<file path="config.mk">
export PLATFORM = sky130hd
export DESIGN_NAME = id_ex_stage
export DESIGN_NICKNAME = d
export VERILOG_FILES = /design/src/rtl/pipeline_pkg.sv /design/src/rtl/forward_unit.sv /design/src/rtl/id_ex_stage.sv
export SDC_FILE = /design/constraint.sdc
export NUM_CORES = 1
export LEC_CHECK = 0
export ABC_CLOCK_PERIOD_IN_PS = 6700
export BUFFER_PORTS_ARGS = -buffer_cell sky130_fd_sc_hd__buf_2
export CAP_MARGIN = 0
export CELL_PAD_IN_SITES_DETAIL_PLACEMENT = 2
export CELL_PAD_IN_SITES_GLOBAL_PLACEMENT = 2
export CORE_MARGIN = 2
export CORE_UTILIZATION = 31
export DETAILED_ROUTE_END_ITERATION = 6
export PLACE_DENSITY_LB_ADDON = 0.08
export SYNTH_ARGS = -nofsm -noshare
export SYNTH_HDL_FRONTEND = slang
export SYNTH_HIERARCHICAL = 1
export SYNTH_SLANG_ARGS = --single-unit
</file>
<file path="constraint.sdc">
create_clock -name clk -period 6.7 [get_ports clk]
set_input_delay 1.005 -clock clk [delete_from_list [all_inputs] [get_ports clk]]
set_output_delay 1.005 -clock clk [all_outputs]
set_load 0.1 [all_outputs]
</file>
<file path="src/rtl/pipeline_pkg.sv">
// pipeline_pkg: shared types and constants for the ID/EX pipeline stage
package pipeline_pkg;
  typedef enum logic [1:0] {
    FWD_RF  = 2'b00,
    FWD_WB  = 2'b01,
    FWD_MEM = 2'b10
  } fwd_sel_t;
  localparam logic [1:0] RESULT_SRC_ALU  = 2'b00;
  localparam logic [1:0] RESULT_SRC_LOAD = 2'b01;
  localparam logic [1:0] RESULT_SRC_PC4  = 2'b10;
  typedef struct packed {
    logic       valid;
    logic       regwrite;
    logic       memwrite;
    logic       branch;
    logic       jump;
    logic       alusrc;
    logic [1:0] resultsrc;
  } ex_ctrl_t;
endpackage

</file>
<file path="src/rtl/forward_unit.sv">
// forward_unit: picks the freshest value of one EX source register from MEM, WB or the register file
module forward_unit
  import pipeline_pkg::*;
#(
  parameter int DATA_WIDTH     = 32,
  parameter int REG_ADDR_WIDTH = 5
) (
  input  logic [REG_ADDR_WIDTH-1:0] rs,
  input  logic [DATA_WIDTH-1:0]     rf_data,
  input  logic [REG_ADDR_WIDTH-1:0] rd_m,
  input  logic                      regwrite_m,
  input  logic [DATA_WIDTH-1:0]     alu_result_m,
  input  logic [REG_ADDR_WIDTH-1:0] rd_w,
  input  logic                      regwrite_w,
  input  logic [DATA_WIDTH-1:0]     result_w,
  output fwd_sel_t                  sel,
  output logic [DATA_WIDTH-1:0]     data
);
  // MEM is younger than WB so it wins; x0 is never a forwarding target
  always_comb begin
    sel  = (regwrite_m && rd_m != '0 && rd_m == rs) ? FWD_MEM :
           (regwrite_w && rd_w != '0 && rd_w == rs) ? FWD_WB : FWD_RF;
    data = (sel == FWD_MEM) ? alu_result_m : (sel == FWD_WB) ? result_w : rf_data;
  end
endmodule

</file>
<file path="src/rtl/id_ex_stage.sv">
// id_ex_stage: ID/EX pipeline register with operand forwarding and load-use detection
module id_ex_stage
  import pipeline_pkg::*;
#(
  parameter int DATA_WIDTH     = 32,
  parameter int REG_ADDR_WIDTH = 5,
  parameter int CONTROL_WIDTH  = 3
) (
  input  logic                      clk,
  input  logic                      rst_n,
  input  logic                      StallE,
  input  logic                      FlushE,
  input  logic                      ValidD,
  input  logic [DATA_WIDTH-1:0]     RD1D,
  input  logic [DATA_WIDTH-1:0]     RD2D,
  input  logic [DATA_WIDTH-1:0]     ImmExtD,
  input  logic [DATA_WIDTH-1:0]     PCD,
  input  logic [REG_ADDR_WIDTH-1:0] Rs1D,
  input  logic [REG_ADDR_WIDTH-1:0] Rs2D,
  input  logic [REG_ADDR_WIDTH-1:0] RdD,
  input  logic [CONTROL_WIDTH-1:0]  ALUctrlD,
  input  logic                      ALUsrcD,
  input  logic                      RegWriteD,
  input  logic                      MemWriteD,
  input  logic                      BranchD,
  input  logic                      JumpD,
  input  logic [1:0]                ResultSrcD,
  input  logic [REG_ADDR_WIDTH-1:0] RdM,
  input  logic                      RegWriteM,
  input  logic [DATA_WIDTH-1:0]     ALUResultM,
  input  logic [REG_ADDR_WIDTH-1:0] RdW,
  input  logic                      RegWriteW,
  input  logic [DATA_WIDTH-1:0]     ResultW,
  output logic [DATA_WIDTH-1:0]     ALUop1E,
  output logic [DATA_WIDTH-1:0]     ALUop2E,
  output logic [CONTROL_WIDTH-1:0]  ALUctrlE,
  output logic [DATA_WIDTH-1:0]     WriteDataE,
  output logic [DATA_WIDTH-1:0]     PCE,
  output logic [DATA_WIDTH-1:0]     ImmExtE,
  output logic [REG_ADDR_WIDTH-1:0] RdE,
  output logic                      RegWriteE,
  output logic                      MemWriteE,
  output logic                      BranchE,
  output logic                      JumpE,
  output logic                      ValidE,
  output logic [1:0]                ResultSrcE,
  output logic                      LoadUseStall
);
  logic [DATA_WIDTH-1:0]     rd1_e, rd2_e, fwd1, fwd2;
  logic [REG_ADDR_WIDTH-1:0] rs1_e, rs2_e;
  ex_ctrl_t                  ctrl_e;
  fwd_sel_t                  rs1_sel_unused, rs2_sel_unused;
  // E register: reset or flush loads a bubble, stall holds, otherwise capture ID
  always_ff @(posedge clk or negedge rst_n) begin
    if (!rst_n) begin
      {rd1_e, rd2_e, ImmExtE, PCE, rs1_e, rs2_e, RdE, ALUctrlE} <= '0;
      ctrl_e <= '0;
    end else if (FlushE) begin
      {rd1_e, rd2_e, ImmExtE, PCE, rs1_e, rs2_e, RdE, ALUctrlE} <= '0;
      ctrl_e <= '0;
    end else if (!StallE) begin
      {rd1_e, rd2_e, ImmExtE, PCE} <= {RD1D, RD2D, ImmExtD, PCD};
      {rs1_e, rs2_e, RdE, ALUctrlE} <= {Rs1D, Rs2D, RdD, ALUctrlD};
      ctrl_e <= '{valid: ValidD, regwrite: RegWriteD & ValidD, memwrite: MemWriteD & ValidD,
                  branch: BranchD & ValidD, jump: JumpD & ValidD, alusrc: ALUsrcD,
                  resultsrc: ResultSrcD};
    end
  end
  forward_unit #(.DATA_WIDTH(DATA_WIDTH), .REG_ADDR_WIDTH(REG_ADDR_WIDTH)) u_fwd1 (
    .rs(rs1_e), .rf_data(rd1_e), .rd_m(RdM), .regwrite_m(RegWriteM), .alu_result_m(ALUResultM),
    .rd_w(RdW), .regwrite_w(RegWriteW), .result_w(ResultW), .sel(rs1_sel_unused), .data(fwd1)
  );
  forward_unit #(.DATA_WIDTH(DATA_WIDTH), .REG_ADDR_WIDTH(REG_ADDR_WIDTH)) u_fwd2 (
    .rs(rs2_e), .rf_data(rd2_e), .rd_m(RdM), .regwrite_m(RegWriteM), .alu_result_m(ALUResultM),
    .rd_w(RdW), .regwrite_w(RegWriteW), .result_w(ResultW), .sel(rs2_sel_unused), .data(fwd2)
  );
  assign ALUop1E    = fwd1;
  assign WriteDataE = fwd2;
  assign ALUop2E    = ctrl_e.alusrc ? ImmExtE : fwd2;
  assign {ValidE, RegWriteE, MemWriteE, BranchE, JumpE} =
         {ctrl_e.valid, ctrl_e.regwrite, ctrl_e.memwrite, ctrl_e.branch, ctrl_e.jump};
  assign ResultSrcE = ctrl_e.resultsrc;
  assign LoadUseStall = ctrl_e.valid && ctrl_e.resultsrc == RESULT_SRC_LOAD && RdE != '0 &&
                        ValidD && (RdE == Rs1D || RdE == Rs2D);
endmodule

</file>
==> results of run 1 <==
==> routing by layer <==
| layer | part of all wire | vias up |
|---|---|---|
| met5 | 0.0013 | - |
| met4 | 0.039 | 10 |
| met1 | 0.37 | 4637 |
| li1 | - | 4153 |
| met2 | 0.52 | 321 |
| met3 | 0.069 | 69 |
==> worst min path at each step <==
stage / end / slack (ns) / cells after the start
2_1_floorplan: rd1_e[0]$_DFFE_PN0P_ / 0.49 / 2
3_3_place_gp: MemWriteE$_DFFE_PN0P_ / 0.49 / 2
3_5_place_dp: MemWriteE$_DFFE_PN0P_ / 0.51 / 2
4_1_cts: PCE[20]$_DFFE_PN0P_ / 0.53 / 2
5_1_grt: PCE[12]$_DFFE_PN0P_ / 0.55 / 2
6_report: PCE[20]$_DFFE_PN0P_ / 0.52 / 2
==> report_power, final <==
part	internal (mW)	leakage [nW]	switching (mW)
clock	0.702	0.319	0.420
combinational	0.233	3.72	0.893
sequential	0.982	2.05	0.0388
==> per-stage QoR <==
stage          setup WS [ns]  hold slack (ns)
5_1_grt                 1.49            0.555
3_5_place_dp            1.63            0.508
4_1_cts                 1.54            0.528
2_1_floorplan           1.25            0.489
3_3_place_gp            1.60            0.495
6_report                1.61            0.519
==> layout make-up <==
type	instances	area, um2
diodes	13	32.5
clock buffers	22	484
clock inverters	10	186
fillers	3517	18900
inverters	2	7.51
multi-input cells	662	5260
flip-flops and latches	154	3850
well taps	402	503
repair buffers	427	2200
==> state kept, by name (all words and copies together), names as in the netlist <==
signal / cells
rd2_e: 32
ALUctrlE: 3
rs2_e: 5
MemWriteE: 1
JumpE: 1
PCE: 32
RegWriteE: 1
rd1_e: 32
RdE: 5
ValidE: 1
ResultSrcE: 2
ctrl_e: 1
ImmExtE: 32
rs1_e: 5
BranchE: 1
==> worst max-delay path: cells and delay by family <==
family / cells / cell delay, ns
and+or+nand+nor: 2 / 1.46
buffers and inverters: 3 / 0.82
AOI/OAI and AO/OA: 2 / 0.37
muxes: 1 / 0.35
==> metrics.md, run 1 <==
| Metric | Value |
|---|---|
| Area after DPL | `0.0118 mm2` |
| Clock tree buffer depth | `2` |
| Initial antenna violation count | `17` |
| GR Util met2 | `0.484` |
| Worst hold start | `PCE[20]$_DFFE_PN0P_` |
| Area grow syn2layout | `27.6%` |
| Global-route wire length before repair | `66400 um` |
| Clock Sinks | `154` |
| Yosys warnings | `6` |
| Critical-path maximum fanout | `33` |
| Minimum clock period | `5.09 ns` |
| Width of the die | `182 um` |
| Num ports | `410` |
| Largest net degree at the start of global routing | `101` |
| Placed wire-length estimate | `33200 um` |
| # port buffers | `409` |
| Syn Std Cell Area | `0.00982 mm2` |
| Remaining antenna violation count | `0` |
| Cells along the critical path | `buf_2, or4_4, a21oi_4, buf_4, or3_2, a31oi_2, mux2_2, buf_2` |
| Final setup fails | `0` |
| Routed WL | `44800 um` |
| Worst Skew | `0 ns` |
| Rows | `65` |
| DRT iter0 DRCs | `451` |
| Cell mode on critical path | `buf_2` |
| Critical path origin | `RdM[2]` |
| Slew headroom | `0.275` |
| Syn Area/Cell | `10.6 um2` |
| Critical Path AT | `4.08 ns` |
| Layout cell share with drive strength beyond 1 | `0.463` |
| Via count | `9190` |
| Largest stage delay on the critical path | `0.91 ns` |
| Most common cell after layout, fill and taps aside | `buf_2` |
| Finished Layout Cells | `1692` |
| Slowest-stage cell, CP | `or3_2` |
| Vias per cell | `5.43` |
| Slew @ Worst Pin | `1.09 ns` |
| Leak | `6.08 nW` |
| DIE AREA | `0.0331 mm2` |
| Clock slew at reported path FFs | `0.07 ns` |
| Cell chosen for the clock root | `clkbuf_16` |
| Status | `finished clean` |
| Post_cts resized | `0` |
| Fin nets | `1498` |
| Placer's final routability congestion estimate | `0.831` |
| Final Util | `0.399` |
| # placed instances | `1647` |
| CTS tree | `done` |
| Grt ovf | `0` |
| Number of hold buffers added after cts | `0` |
| Overall Global Routing Usage | `0.271` |
| RSZ-0062 raised after global routing | `false` |
| Vias in the first global route | `10.1k` |
| DRC | `0` |
| # H-tree levels | `4` |
| Fin. Hold Viols | `0` |
| Met3 Usage GRT | `0.0798` |
| Register-to-Register Setup Slack | `5.55 ns` |
| Final Cell Area | `0.0125 mm2` |
| Synthesized Nets | `1161` |
| Mapped Cells | `927` |
| PD cells | `261 mW/mm2` |
| Power, Total | `3.27 mW` |
| CTS Buf Count | `17` |
| Worst Setup EP | `ALUop2E[7]` |
| Pins Over Slew Limit | `0` |
| WS Path Type | `in2out` |
| Tcrit/Tclk final | `0.760` |
| Worst r2r dst | `ctrl_e[2]$_DFFE_PN0P_` |
| Core area | `0.0314 mm2` |
| Drt pass-1 iters | `5` |
| Worst hold path class | `reg2reg` |
| R2r worst-path depth | `3` |
| Grt peak-use layer | `met2` |
| Worst EP required | `5.69 ns` |
| Post-CTS Setup Bufs | `0` |
| Worst VDD drop | `179 uV` |
| DR WL/cell | `26.5 um` |
| Reg-to-Reg Start | `ctrl_e[2]$_DFFE_PN0P_` |
| Setup crit end kind | `primary output` |
| Commonest cells after routing, fill and taps aside | `buf_2, nor2_1, dfrtp_1` |
| Met1 track demand over resource | `0.294` |
| Final setup TNS | `0 ns` |
| Die height | `182 um` |
| Highest clock rate | `196 MHz` |
| Initial core utilization | `0.313` |
| Max cap viols | `0` |
| Startpoint Class | `input port` |
| Worst-skew pair later-pin latency | `0.43 ns` |
Note: power is estimated with default switching activity, not from simulation.
==> inputs of run 2 (changes only) <==
--- a/config.mk
+++ b/config.mk
@@ -5,13 +5,14 @@
 export SDC_FILE = /design/constraint.sdc
 export NUM_CORES = 1
 export LEC_CHECK = 0
-export ABC_CLOCK_PERIOD_IN_PS = 6700
+export ABC_AREA = 1
+export ABC_CLOCK_PERIOD_IN_PS = 4500
 export BUFFER_PORTS_ARGS = -buffer_cell sky130_fd_sc_hd__buf_2
 export CAP_MARGIN = 0
 export CELL_PAD_IN_SITES_DETAIL_PLACEMENT = 2
 export CELL_PAD_IN_SITES_GLOBAL_PLACEMENT = 2
 export CORE_MARGIN = 2
-export CORE_UTILIZATION = 31
+export CORE_UTILIZATION = 22
 export DETAILED_ROUTE_END_ITERATION = 6
 export PLACE_DENSITY_LB_ADDON = 0.08
 export SYNTH_ARGS = -nofsm -noshare
==> constraint.sdc (replaced) <==
create_clock -name clk -period 4.5 [get_ports clk]
set_input_delay 0.675 -clock clk [delete_from_list [all_inputs] [get_ports clk]]
set_output_delay 0.675 -clock clk [all_outputs]
set_load 0.1 [all_outputs]
==> run 2 against run 1 <==
  * Wire length up 3.3%
  * Via count up 11%
  * Flip-flop and latch count unchanged
  * Sequential share of layout area down 0.41 points
  * Largest cell class unchanged
  * Highest routed layer unchanged
==> metrics.md, run 2 <==
| Metric | Value |
|---|---|
| Via count | `10.2k` |
| Global-route wire length before repair | `68400 um` |
| # placed instances | `2174` |
| Overall Global Routing Usage | `0.216` |
| Vias per cell | `4.60` |
| DIE AREA | `0.0427 mm2` |
| Worst hold path class | `in2async` |
| Syn Area/Cell | `6.91 um2` |
| Placer's final routability congestion estimate | `0.809` |
| Die height | `207 um` |
| Clock Sinks | `154` |
| Vias in the first global route | `11.2k` |
| Cell chosen for the clock root | `clkbuf_16` |
| Commonest cells after routing, fill and taps aside | `nand2_1, buf_2, nand3_1` |
| Initial antenna violation count | `26` |
| # port buffers | `409` |
| Final setup fails | `0` |
| Width of the die | `207 um` |
| Reg-to-Reg Start | `ctrl_e[2]$_DFFE_PN0P_` |
| WS Path Type | `reg2out` |
| Minimum clock period | `4.06 ns` |
| Worst EP required | `3.83 ns` |
| Rows | `74` |
| Pins Over Slew Limit | `0` |
| Finished Layout Cells | `2219` |
| Largest net degree at the start of global routing | `102` |
| Initial core utilization | `0.222` |
| Tcrit/Tclk final | `0.902` |
| Syn Std Cell Area | `0.00904 mm2` |
| Startpoint Class | `flip-flop` |
| Yosys warnings | `6` |
| Fin. Hold Viols | `0` |
| Final setup TNS | `0 ns` |
| Highest clock rate | `246 MHz` |
| Post_cts resized | `0` |
| RSZ-0062 raised after global routing | `false` |
| Number of hold buffers added after cts | `0` |
| Worst-skew pair later-pin latency | `0.46 ns` |
| Layout cell share with drive strength beyond 1 | `0.282` |
| Area after DPL | `0.0121 mm2` |
| Core area | `0.0407 mm2` |
| CTS Buf Count | `17` |
| Post-CTS Setup Bufs | `0` |
| Remaining antenna violation count | `0` |
| # H-tree levels | `4` |
| DR WL/cell | `20.9 um` |
| Status | `finished clean` |
| Drt pass-1 iters | `4` |
| Fin nets | `1895` |
| Grt ovf | `0` |
| Routed WL | `46300 um` |
| Slew headroom | `0.179` |
| Worst Skew | `0 ns` |
| Most common cell after layout, fill and taps aside | `nand2_1` |
| Synthesized Nets | `1543` |
| DRC | `0` |
| Worst VDD drop | `229 uV` |
| Num ports | `410` |
| Max cap viols | `0` |
| DRT iter0 DRCs | `442` |
| PD cells | `370 mW/mm2` |
| Setup crit end kind | `primary output` |
| Hold slack | `0.273 ns` |
| Leak | `7.23 nW` |
| Final Cell Area | `0.0127 mm2` |
| Clock slew at reported path FFs | `0.07 ns` |
| Critical Path AT | `3.39 ns` |
| Clock tree buffer depth | `2` |
| CTS tree | `done` |
| Placed wire-length estimate | `34400 um` |
| Critical-path maximum fanout | `32` |
| Slew @ Worst Pin | `1.23 ns` |
| Mapped Cells | `1309` |
| Area grow syn2layout | `40.5%` |
| Critical path origin | `rs2_e[3]$_DFFE_PN0P_` |
==> run 2: power breakdown <==
| part | internal, mW | switching, mW |
|---|---|---|
| clock | 0.831 | 0.708 |
| combinational | 0.361 | 1.30 |
| sequential | 1.46 | 0.0491 |
==> run 2: metal layers <==
layer / GRT usage / vias up / part of all wire
met3: 0.0603 / 68 / 0.064
met2: 0.399 / 251 / 0.53
li1: - / 4845 / -
met4: 0.0773 / 24 / 0.023
met1: 0.235 / 5029 / 0.38
met5: 0 / - / 0.0034
==> run 2: worst paths after layout <==
kind	to	slack, ns	cells after the start
setup / recovery	ALUop2E[12]	0.44	13
hold / removal	rd1_e[10]$_DFFE_PN0P_	0.27	1
setup reg to reg	ctrl_e[2]$_DFFE_PN0P_	3.01	2
hold reg to reg	PCE[19]$_DFFE_PN0P_	0.51	2
max in group asynchronous	BranchE$_DFFE_PN0P_	3.19	2
min in group clk	ALUctrlE[2]$_DFFE_PN0P_	0.41	3
==> run 2: cell type report <==
cell class                 count  area (um2)
sequential                   154        3850
multi-input combinational    904        4080
timing repair buffer         423        2870
antenna                       13        32.5
tap                          532         666
clock inverter                14         159
clock buffer                  18         429
fill                        4960       28000
inverter                     161         607
==> run 2: worst max-delay path, cell delays in order (launching register included) <==
cell,delay [ns]
dfrtp_1,0.44
inv_1,0.08
nand2_1,0.05
nand2_1,0.09
nand2_1,0.07
nor2_2,0.38
nand3_2,0.74
nand2_1,0.23
nand3_1,0.09
nand2_1,0.15
inv_1,0.08
nand2_1,0.07
o21ai_0,0.10
buf_2,0.34
==> run 2: per-stage QoR <==
| step | power [mW] | util | setup WS [ns] |
|---|---|---|---|
| floorplan | 2.66 | - | 0.532 |
| global placement | 3.20 | 0.297 | 0.558 |
| detailed placement | 3.21 | 0.297 | 0.497 |
| CTS | 4.79 | 0.311 | 0.306 |
| global route | 4.91 | 0.311 | 0.00319 |
| finish | 4.70 | 0.312 | 0.439 |
==> inputs of run 3 (changes only) <==
--- a/config.mk
+++ b/config.mk
@@ -6,13 +6,14 @@
 export NUM_CORES = 1
 export LEC_CHECK = 0
 export ABC_AREA = 1
-export ABC_CLOCK_PERIOD_IN_PS = 4500
+export ABC_CLOCK_PERIOD_IN_PS = 4800
 export BUFFER_PORTS_ARGS = -buffer_cell sky130_fd_sc_hd__buf_2
 export CAP_MARGIN = 0
 export CELL_PAD_IN_SITES_DETAIL_PLACEMENT = 2
 export CELL_PAD_IN_SITES_GLOBAL_PLACEMENT = 2
 export CORE_MARGIN = 2
-export CORE_UTILIZATION = 22
+export CORE_UTILIZATION = 26
+export CTS_CLUSTER_DIAMETER = 60
 export DETAILED_ROUTE_END_ITERATION = 6
 export PLACE_DENSITY_LB_ADDON = 0.08
 export SYNTH_ARGS = -nofsm -noshare
==> constraint.sdc (replaced) <==
create_clock -name clk -period 4.8 [get_ports clk]
set_input_delay 0.72 -clock clk [delete_from_list [all_inputs] [get_ports clk]]
set_output_delay 0.72 -clock clk [all_outputs]
set_load 0.1 [all_outputs]
==> run 3 against run 2 <==
  * Critical path depth shrank 1
  * Clock-buffer cell count grew 2
  * Total power shrank 8.3%
  * Via count is essentially flat
  * Sequential power shrank 6%
  * Non-clock buffer count shrank 2
  * Die area shrank 15%
  * Flip-flop and latch count is the same
  * Sequential share of layout area grew 0.38 points
  * Combinational power shrank 7%
  * Hold slack gained 0.034 ns
==> metrics.md, run 3 (same netlist as run 2, synthesis figures left out) <==
| Metric | Value |
|---|---|
| Status | `finished clean` |
| Clock tree buffer depth | `2` |
| Largest net degree at the start of global routing | `105` |
| Largest stage delay on the critical path | `0.70 ns` |
| Post_cts resized | `0` |
| Slew @ Worst Pin | `1.07 ns` |
| Hold slack | `0.307 ns` |
| Remaining antenna violation count | `0` |
| Clock slew at reported path FFs | `0.07 ns` |
| CTS tree | `done` |
| Routed WL | `43800 um` |
| Final setup TNS | `0 ns` |
| Number of hold buffers added after cts | `0` |
| Commonest cells after routing, fill and taps aside | `nand2_1, buf_2, nand3_1` |
| Worst hold path class | `in2async` |
| Pins Over Slew Limit | `0` |
| # fillers | `4238` |
| Core area | `0.0344 mm2` |
| Critical Path AT | `3.37 ns` |
| Overall Global Routing Usage | `0.243` |
| Vias in the first global route | `11.1k` |
| Fin. Hold Viols | `0` |
| Setup crit end kind | `primary output` |
| Fin nets | `1893` |
| Setup ws final | `0.714 ns` |
| Placer's final routability congestion estimate | `0.868` |
| Dpl ws | `0.765 ns` |
| Grt ovf | `0` |
| Num ports | `410` |
| CTS Buf Count | `17` |
| Highest clock rate | `245 MHz` |
| Startpoint Class | `flip-flop` |
| DIE AREA | `0.0363 mm2` |
| Initial core utilization | `0.263` |
| Post-CTS Setup Bufs | `0` |
| Slew headroom | `0.285` |
| Worst VDD drop | `256 uV` |
| Width of the die | `190 um` |
| Via count | `10.2k` |
| Initial antenna violation count | `19` |
| Worst EP required | `4.08 ns` |
| Final setup fails | `0` |
| Critical-path maximum fanout | `33` |
| Rows | `68` |
| Cell mode on critical path | `nand2_1` |
| Global-route wire length before repair | `66100 um` |
| PD cells | `344 mW/mm2` |
| Cell chosen for the clock root | `clkbuf_16` |
| Clock Sinks | `154` |
| Vias per cell | `4.79` |
| # port buffers | `409` |
| Placed wire-length estimate | `32500 um` |
| DR WL/cell | `20.5 um` |
| Area grow syn2layout | `38.8%` |
| Die height | `190 um` |
| Leak | `7.20 nW` |
| DRT iter0 DRCs | `345` |
| Tcrit/Tclk final | `0.851` |
| DRC | `0` |
| Slowest-stage cell, CP | `nand3_2` |
| Max cap viols | `0` |
| RSZ-0062 raised after global routing | `false` |
| Drt pass-1 iters | `4` |
| Minimum clock period | `4.09 ns` |
| WS Path Type | `reg2out` |
| Worst Skew | `0 ns` |
| # H-tree levels | `4` |
| Layout cell share with drive strength beyond 1 | `0.281` |
| Worst-skew pair later-pin latency | `0.44 ns` |
| Cells along the critical path | `inv_1, nand2_1, o21ai_0, nor2_2, buf_4, nand3_2, nand2_1, nand3_1, nand2_1, nand2_1, o21ai_0, buf_12` |
| Most common cell after layout, fill and taps aside | `nand2_1` |
-- run 3: changes by cell type in the layout (fill, tap and decap cells not counted) --
cell       previous run  this run
clkinv_4              1         2
inv_8                 3         1
diode_2              13        10
bufinv_16             2         1
buf_12               48        47
buf_4                12        11
clkbuf_1              1         2
clkbuf_8              0         1
-- run 3: worst paths after layout --
path | startpoint | endpoint | slack, ns | depth (start not counted)
worst max-delay path | rs2_e[0]$_DFFE_PN0P_ | ALUop2E[27] | 0.71 | 12
worst min-delay path | rst_n | rd1_e[13]$_DFFE_PN0P_ | 0.31 | 1
worst max register to register | ctrl_e[2]$_DFFE_PN0P_ | ctrl_e[2]$_DFFE_PN0P_ | 3.31 | 2
worst min register to register | PCE[15]$_DFFE_PN0P_ | PCE[15]$_DFFE_PN0P_ | 0.51 | 2
max in group asynchronous | rst_n | rd1_e[2]$_DFFE_PN0P_ | 3.55 | 2
min in group clk | PCD[24] | PCE[24]$_DFFE_PN0P_ | 0.46 | 3
-- run 3: final cells by class --
class | instances | area [um2] | area share
Multi-Input combinational cell | 904 | 4080 | 0.325
Antenna cell | 10 | 25.0 | 0.00199
Clock inverter | 12 | 115 | 0.00917
Tap cell | 455 | 569 | 0.0454
Sequential cell | 154 | 3850 | 0.307
Clock buffer | 20 | 447 | 0.0356
Inverter | 161 | 607 | 0.0484
Timing Repair Buffer | 421 | 2850 | 0.227
-- run 3: power by group --
group	total, mW	switching [mW]	internal (mW)
registers	1.42	0.0464	1.37
logic	1.55	1.21	0.337
clock network	1.35	0.617	0.735
-- run 3: through the flow --
stage | util | cells | cell area [um2] | power (mW)
CTS | 0.364 | 2127 | 12500 | 4.38
detailed placement | 0.348 | 2095 | 12000 | 3.00
floorplan | - | 1309 | 9040 | 2.50
global route | 0.365 | 2132 | 12500 | 4.50
global placement | 0.348 | 2095 | 12000 | 2.98
finish | 0.365 | 2137 | 12500 | 4.31
-- run 3: per-layer routing --
layer	vias up	part of all wire	track usage	wire, um
met5	-	0.0022	0	97
met4	16	0.025	0.0790	1080
met3	57	0.062	0.0709	2710
met2	281	0.53	0.457	23400
met1	5038	0.38	0.259	16500
li1	4834	-	-	-
-- run 3: critical path: cells and delay by family, from the launching register on --
kind,cells,cell delay (ns)
AO/OA/AOI/OAI,2,0.34
buffers and inverters,3,0.64
flip-flops,1,0.37
AND/OR/NAND/NOR,7,1.54
